`src/rtl/hazard_scoreboard.sv`:
```
// rtl/hazard_scoreboard.sv - E/M write-hazard stall, D-stage forward select and MDU busy window
module hazard_scoreboard #(
   parameter int MULT_CYCLES = 5,
   parameter int DIV_CYCLES  = 10
) (
   input  logic       clk,
   input  logic       reset,
   input  logic       d_valid,
   input  logic [4:0] d_rs,
   input  logic [4:0] d_rt,
   input  logic [1:0] d_rs_tuse,
   input  logic [1:0] d_rt_tuse,
   input  logic       d_write_enable,
   input  logic [4:0] d_write_number,
   input  logic [1:0] d_tnew,
   input  logic       d_md_start,
   input  logic       d_md_div,
   input  logic       d_md_use,
   output logic       stall,
   output logic [1:0] fwd_rs_sel,
   output logic [1:0] fwd_rt_sel,
   output logic       md_busy
);

   // Counter reload values; the counter is 4 bits, so both must fit in 1..15.
   localparam logic [3:0] MULT_LOAD = 4'(MULT_CYCLES);
   localparam logic [3:0] DIV_LOAD  = 4'(DIV_CYCLES);

   // E entry: pending GPR write of the instruction in E, plus its MDU start flags.
   logic       e_valid;
   logic [4:0] e_number;
   logic [1:0] e_tnew;
   logic       e_md;
   logic       e_div;

   // M entry: pending GPR write of the instruction in M.
   logic       m_valid;
   logic [4:0] m_number;
   logic [1:0] m_tnew;

   logic [3:0] cnt;

   logic       rs_stall;
   logic       rt_stall;
   logic       md_stall;
   logic       d_issue;

   // A source stalls when a producer in E or M will not have its result by the time it is used.
   function automatic logic gpr_stall(
      input logic       valid_d,
      input logic [4:0] src,
      input logic [1:0] tuse,
      input logic       ev,
      input logic [4:0] en,
      input logic [1:0] et,
      input logic       mv,
      input logic [4:0] mn,
      input logic [1:0] mt
   );
      logic hit;
      hit = 1'b0;
      if (valid_d && (src != 5'd0) && (tuse != 2'd3)) begin
         if (ev && (en == src) && (et > tuse)) hit = 1'b1;
         if (mv && (mn == src) && (mt > tuse)) hit = 1'b1;
      end
      return hit;
   endfunction

   // The newest producer whose result already exists supplies the operand; E beats M.
   function automatic logic [1:0] fwd_pick(
      input logic [4:0] src,
      input logic       ev,
      input logic [4:0] en,
      input logic [1:0] et,
      input logic       mv,
      input logic [4:0] mn,
      input logic [1:0] mt
   );
      logic [1:0] sel;
      sel = 2'd0;
      if (ev && (en == src) && (et == 2'd0)) begin
         sel = 2'd1;
      end else if (mv && (mn == src) && (mt == 2'd0)) begin
         sel = 2'd2;
      end
      return sel;
   endfunction

   // Combinational hazard decision from the D inputs and the current E/M/MDU state.
   always_comb begin
      md_busy    = (cnt != 4'd0) | e_md;
      rs_stall   = gpr_stall(d_valid, d_rs, d_rs_tuse, e_valid, e_number, e_tnew,
                             m_valid, m_number, m_tnew);
      rt_stall   = gpr_stall(d_valid, d_rt, d_rt_tuse, e_valid, e_number, e_tnew,
                             m_valid, m_number, m_tnew);
      md_stall   = d_valid & d_md_use & md_busy;
      stall      = rs_stall | rt_stall | md_stall;
      d_issue    = d_valid & ~stall;
      fwd_rs_sel = fwd_pick(d_rs, e_valid, e_number, e_tnew, m_valid, m_number, m_tnew);
      fwd_rt_sel = fwd_pick(d_rt, e_valid, e_number, e_tnew, m_valid, m_number, m_tnew);
   end

   // Advance the pipeline tracker: E moves to M, D (or a bubble) enters E.
   always_ff @(posedge clk) begin
      if (reset) begin
         e_valid  <= 1'b0;
         e_number <= 5'd0;
         e_tnew   <= 2'd0;
         e_md     <= 1'b0;
         e_div    <= 1'b0;
         m_valid  <= 1'b0;
         m_number <= 5'd0;
         m_tnew   <= 2'd0;
      end else begin
         m_valid  <= e_valid;
         m_number <= e_number;
         m_tnew   <= (e_tnew == 2'd0) ? 2'd0 : e_tnew - 2'd1;
         if (d_issue) begin
            // Writes to $0 are discarded by the GRF, so they never create an entry.
            e_valid  <= d_write_enable && (d_write_number != 5'd0);
            e_number <= d_write_number;
            e_tnew   <= d_tnew;
            e_md     <= d_md_start;
            e_div    <= d_md_start & d_md_div;
         end else begin
            e_valid  <= 1'b0;
            e_number <= 5'd0;
            e_tnew   <= 2'd0;
            e_md     <= 1'b0;
            e_div    <= 1'b0;
         end
      end
   end

   // MDU busy counter: loaded as a mult/div leaves E, then counts down to idle.
   always_ff @(posedge clk) begin
      if (reset) begin
         cnt <= 4'd0;
      end else if (e_md && e_div) begin
         cnt <= DIV_LOAD;
      end else if (e_md) begin
         cnt <= MULT_LOAD;
      end else if (cnt != 4'd0) begin
         cnt <= cnt - 4'd1;
      end
   end

endmodule

```
`config.mk`:
```
export PLATFORM = sky130hd
export DESIGN_NAME = hazard_scoreboard
export DESIGN_NICKNAME = d
export VERILOG_FILES = /design/src/rtl/hazard_scoreboard.sv
export SDC_FILE = /design/constraint.sdc
export NUM_CORES = 1
export LEC_CHECK = 0
export BUFFER_PORTS_ARGS = -buffer_cell sky130_fd_sc_hd__buf_2
export CAP_MARGIN = 20
export CELL_PAD_IN_SITES_DETAIL_PLACEMENT = 1
export CELL_PAD_IN_SITES_GLOBAL_PLACEMENT = 1
export CORE_ASPECT_RATIO = 1.4
export CORE_MARGIN = 2
export CORE_UTILIZATION = 35
export DETAILED_ROUTE_END_ITERATION = 10
export PLACE_DENSITY_LB_ADDON = 0.12
export SLEW_MARGIN = 20
export SYNTH_ARGS = -nofsm -noshare
export SYNTH_HDL_FRONTEND = slang
export SYNTH_SLANG_ARGS = --single-unit
```
`constraint.sdc`:
```
create_clock -name clk -period 1.54 [get_ports clk]
set_input_delay 0.154 -clock clk [delete_from_list [all_inputs] [get_ports clk]]
set_output_delay 0.154 -clock clk [all_outputs]
set_load 0.02 [all_outputs]
```
==> metrics.csv, run 1 <==
metric;value;unit
run_status;finished with violations;
failed_checks;setup timing;
worstPathArrival;1.90;ns
maxSlewViolCount;0;
critPathTopFamily;simple AND/OR/NAND/NOR gates;
post_synth_inst_count;149;
postSynth.topFlopCell;dfxtp_1;
ioPinCount;34;
grtUsageTotal;20.3;%
synth.cell_area;1340;sq um
ant_nets;0;
ctsHoldBuffers;0;
crit_path_max_incr_delay;0.45;ns
post-route-cell-area;2050;sq um
finalClockSkew;0.00693;ns
place_area;1760;sq um
synth_top_cell_by_area;dfxtp_1;
dr.first_iter.drc_count;34;
first_pass_grt_wire_length;6.80;mm
vdd_drop_max;0.715;mV
fin_nets;249;
die_x;56.3;um
worstPathRequired;1.39;ns
clock_sink_count;22;
syn_area_cell;9.01;sq um
buffer_ports.inserted;33;
endpoint_kind;output port;
power.density;935;nW/um^2
max_slew_margin;83.9;%
final-seq-area;460;sq um
synth.yosys.warnings;0;
ys_async_sr_fraction;0;%
cp.buffers_inverters;1;
critical_path_class;reg2out;
leakagePower;0.882;nW
first_global_vias;1461;
synth_seq_cells;22;
layout-drive-gt1-share;54.1;%
nFillCells;437;
critical_path.startpoint_type;register;
setup-violations-final;14;
fin_crit_sh;133;%
largest_buffer_count_on_any_clock_path;2;
dpl.hpwl;3.33;mm
grt_start_max_net_pins;13;
multi_input_comb_area;1040;sq um
diodes_inserted;0;
synth_fp_nets;188;
rsz0062_at_grt;true;
timing.fmax;0.487;GHz
synth_top_cell_area_share;32.8;%
maxCapViolCount;0;
post-route-worst-setup-slack;-0.513;ns
die_area;4350;sq um
drt_wl_total;4.27;mm
h-tree-depth;1;
remaining_drc_errors;0;
floorplan.rows;26;
placedCellCount;247;
crit_chain;ha_1 > nor2b_1 > o21ai_0 > or4_1 > nand3_2 > or2_4 > buf_6;
cts-root-buf;clkbuf_8;
worst_hold_path_type;in2reg;
hold_vio_cnt_final;0;
drt-wirelength-per-cell;17.0;um
dr.pass1.iters;4;
core_region_area;3680;sq um
via_count;1292;
die_h;77.3;um
cts_buffers;3;
routabilityCongestion;0.838;
vias_per_cell;5.15;
non_filler_instance_count_after_layout;251;
synth_edf_count;0;
totalPowerFinal;1.91;mW
clk-insertion-delay-late;0.27;ns
tritoncts_clock_tree;yes;
cp_slowest_cell;or4_1;
final_period_minus_worst_setup_slack;2.05;ns
grt_antenna_before_repair;0;
floorplan.initialDensity;36.5;%
share_of_the_core_filled_with_cells;55.7;%
post_synth_main_area_contributors;dfxtp_1, xnor2_1, ha_1, nor3_2, nor2b_1;
yosys.cell_types.count;33;
sequential_cell_area_fraction_in_the_yosys_report;32.8;%
syn2layout_area_growth;52.4;%
final_setup_tns;-3.49;ns
worst-slew-pin-transition;0.240;ns
grt.overflow.total;0;
clk_pin_slew;0.09;ns
worstPathMaxFanout;3;
-- layer usage --
metal	global-route usage, %	wire length, um	up-vias	part of all wire (%)
li1	-	-	634	-
met1	20.4	1490	623	35
met2	40.9	2560	26	60
met3	2.70	129	9	3.0
met4	7.14	99	0	2.3
met5	0	0	-	0
-- cell families (layout without fill, tap and decap cells) --
family | count (synthesis) | in the layout | share of synthesized area [%]
AND/OR/NAND/NOR | 67 | 67 | 30.2
XOR/XNOR | 22 | 22 | 14.4
flip-flops | 22 | 22 | 32.8
AO/OA/AOI/OAI | 14 | 14 | 7.36
buffers and inverters | 12 | 72 | 4.29
adder cells (fa/ha/maj) | 11 | 11 | 10.3
multiplexers | 1 | 1 | 0.746
-- Yosys cell counts (all sizes together) (2+ instances only) --
cell type  count
dfxtp         22
xnor2         21
nand2         17
nor3          14
ha            11
nor2b         11
inv            8
nand3          7
nor2           6
or4            5
nand4          4
a21oi          3
buf            3
o21ai          3
o2111ai        2
o211ai         2
-- power breakdown --
part	switching [mW]	internal, mW
Sequential	0.0692	0.646
Combinational	0.390	0.381
Clock	0.199	0.228
Total	0.658	1.26
-- sequential cells by signal, summed over array words and instances (netlist names) --
name and count:
m_number 5, e_div 1, e_number 5, m_tnew 2, cnt 4, e_md 1
m_valid 1, e_valid 1, e_tnew 2
-- per-stage QoR --
step	worst slack (ns)	hold WS [ns]
2_1_floorplan	-0.0753	0.287
3_3_place_gp	-0.259	0.395
3_5_place_dp	-0.267	0.400
4_1_cts	-0.531	0.116
5_1_grt	-0.563	0.115
6_report	-0.513	0.104
-- worst paths after layout --
kind | from | endpoint | slack [ns] | cells past startpoint
worst max register to register | e_tnew[1] | e_number[3] | -0.26 | 7
worst min-delay path | d_tnew[0] | e_tnew[0] | 0.10 | 3
worst min register to register | e_tnew[0] | m_tnew[0] | 0.43 | 1
worst max-delay path | e_tnew[1] | stall | -0.51 | 7
-- tightest hold or removal path, delay by kind of cell --
kind	cells	cell delay, ns
buffers and inverters	1	0.09
and+or+nand+nor	2	0.10
-- placed cells by master, fill, tap and decap left out, types with 4 or more instances in the layout --
cell type,instances
xnor2_2,7
dfxtp_2,10
buf_2,29
nand4_1,4
ha_1,8
nor2_1,4
nand3_1,4
inv_1,6
nor3_2,11
buf_4,23
clkbuf_8,4
nor2b_1,10
or4_1,4
xnor2_1,11
nand2_1,17
buf_6,8
dfxtp_1,10
-- repair_timing --
action	4_1_cts	5_1_grt
resized for setup	35	18
pin swaps	11	12
buffers inserted	3	2
endpoints found under the setup margin	15	15
-- final cells by class --
type	instances	area share (%)
clock buffers	4	2.69
inverters	8	1.47
multi-input cells	115	50.8
flip-flops and latches	22	22.5
well taps	42	2.57
repair buffers	60	19.9
No activity file was read; power rests on OpenSTA's default activity.
==> inputs of run 2 (changes only) <==
CORE_UTILIZATION = 39   (was 35)
clock period = 2 ns   (was 1.54 ns; I/O delays follow)
==> run 2 against run 1 <==
  * The flow still finishes with violations (setup timing)
  * Register-to-register slack better by 0.40 ns
  * Combinational power down 36%
  * Wire length down 20%
  * Global-route usage down 1.4 points
  * Sequential power shrank 23%
  * Flip-flop and latch count is the same
  * Highest routed layer unchanged
==> metrics.csv, run 2 (synthesis gave the netlist of run 1 again) <==
metric;value;unit;change
run_status;finished with violations;;
failed_checks;setup timing;;
clk-insertion-delay-late;0.26;ns;about the same
die_h;73.4;um;-5.0%
worstPathMaxFanout;3;;unchanged
worstPathRequired;1.80;ns;+0.41 ns
buffer_ports.inserted;33;;unchanged
ctsHoldBuffers;0;;unchanged
maxCapViolCount;0;;unchanged
vdd_drop_max;0.495;mV;-31%
worst_hold_path_type;in2reg;;
drt_wl_total;3.41;mm;-20%
power.density;853;nW/um^2;-8.9%
syn2layout_area_growth;27.0;%;
clk_pin_slew;0.08;ns;about the same
final_period_minus_worst_setup_slack;2.10;ns;
die_x;53.6;um;-4.9%
worst-slew-pin-transition;0.601;ns;+0.361 ns
critical_path_class;reg2out;;
layout-drive-gt1-share;36.0;%;-18 points
dr.pass1.iters;4;;unchanged
h-tree-depth;1;;unchanged
routabilityCongestion;0.823;;-1.7%
worst_hold_path_stage_count;3;;unchanged
post-route-worst-setup-slack;-0.103;ns;+0.410 ns
layout_commonest_cell;buf_2;;
floorplan.rows;25;;-3.8%
regToRegEndpoint;e_number[3];;
endpoint_kind;output port;;
cts_buffers;3;;unchanged
placedCellCount;220;;-11%
worst_hold_startpoint;d_tnew[0];;
rsz0062_at_grt;true;;
cts-root-buf;clkbuf_8;;
whs;0.164;ns;+0.0599 ns
worst_hold_path_ep;e_tnew[0];;
r2r.worst_path.cells;8;;+1
floorplan.initialDensity;40.1;%;+3.6 points
ioPinCount;34;;unchanged
setup-violations-final;1;;-13
place_ws;0.0746;ns;+0.341 ns
dpl.hpwl;2.79;mm;-16%
hold_vio_cnt_final;0;;unchanged
ant_nets;0;;unchanged
tritoncts_clock_tree;yes;;
top_regs;e_number x5, m_number x5, cnt x4;;
grtUsageTotal;18.9;%;-1.4 points
remaining_drc_errors;0;;unchanged
grt_start_max_net_pins;14;;+1
non_filler_instance_count_after_layout;226;;-10%
worstReg2RegStart;m_tnew[1];;
die_area;3930;sq um;-9.6%
diodes_inserted;0;;unchanged
grt_antenna_before_repair;0;;unchanged
dr.first_iter.drc_count;18;;-47%
first_pass_grt_wire_length;5.46;mm;-20%
largest_buffer_count_on_any_clock_path;2;;unchanged
nFillCells;413;;-5.5%
critical_path.startpoint_type;register;;
timing.fmax;0.475;GHz;
via_count;1184;;-8.4%
r2r_setup_slack;0.14;ns;+0.40 ns
finalClockSkew;0.00208;ns;-0.00485 ns
leakagePower;0.718;nW;-19%
drt-wirelength-per-cell;15.1;um;-11%
maxSlewViolCount;0;;unchanged
core_region_area;3350;sq um;-9.0%
first_global_vias;1190;;-19%
most_frequent_cells_in_the_layout;buf_2, xnor2_1, dfxtp_1, nand2_1, nor3_2;;
vias_per_cell;5.24;;+1.8%
fin_crit_sh;105;%;
grt.overflow.total;0;;unchanged
worstPathArrival;1.90;ns;about the same
max_slew_margin;59.8;%;-24 points
fin_nets;226;;-9.2%
clock_sink_count;22;;unchanged
[run 2: worst max path at each step]
stage	start	end	depth (start not counted)	slack, ns
floorplan	m_tnew[1]	stall	6	0.24
global placement	d_rs_tuse[1]	stall	9	0.10
detailed placement	d_rs_tuse[1]	stall	9	0.07
CTS	m_tnew[1]	stall	7	-0.08
global route	m_tnew[1]	stall	7	-0.15
finish	m_tnew[1]	stall	7	-0.10
[run 2: per-layer routing]
| layer | vias up | global-route usage (%) | share of wire [%] |
|---|---|---|---|
| met5 | - | 0 | 0 |
| li1 | 588 | - | - |
| met4 | 0 | 5.13 | 1.1 |
| met3 | 4 | 1.83 | 3.4 |
| met2 | 36 | 35.1 | 55 |
| met1 | 556 | 22.3 | 41 |
[run 2: power breakdown]
group,leakage (nW),switching (mW),total [mW],internal (mW)
combinational,0.501,0.268,0.492,0.224
sequential,0.182,0.0530,0.549,0.496
clock,0.0357,0.146,0.413,0.267
[run 2: per-stage QoR]
stage	TNS [ns]	util (%)	instance area [sq um]	power, mW
finish	-0.103	51.0	1710	1.45
global route	-0.151	51.0	1710	1.55
CTS	-0.0753	49.4	1650	1.46
detailed placement	0	46.2	1550	1.03
global placement	0	46.2	1550	0.997
floorplan	0	-	1340	0.887
[run 2: what timing repair did]
action,in CTS,in global routing
gates resized for setup,9,9
setup endpoints to repair,1,1
pin swaps,5,6
buffers inserted,1,1
[run 2: worst max-delay path, stage by stage (launching register included)]
cell and delay, ns:
dfxtp_4 0.37, ha_4 0.26, nor2b_4 0.12, o21ai_1 0.06, or4_4 0.48, nand3_2 0.09
or2_1 0.13, buf_6 0.12
[run 2: cell type report]
| cell class | count | area (sq um) | area share [%] |
|---|---|---|---|
| Multi-Input combinational cell | 115 | 905 | 53.0 |
| Sequential cell | 22 | 448 | 26.3 |
| Timing Repair Buffer | 37 | 201 | 11.8 |
| Tap cell | 40 | 50.0 | 2.93 |
| Clock buffer | 3 | 41.3 | 2.42 |
| Clock inverter | 1 | 30.0 | 1.76 |
| Inverter | 8 | 30.0 | 1.76 |
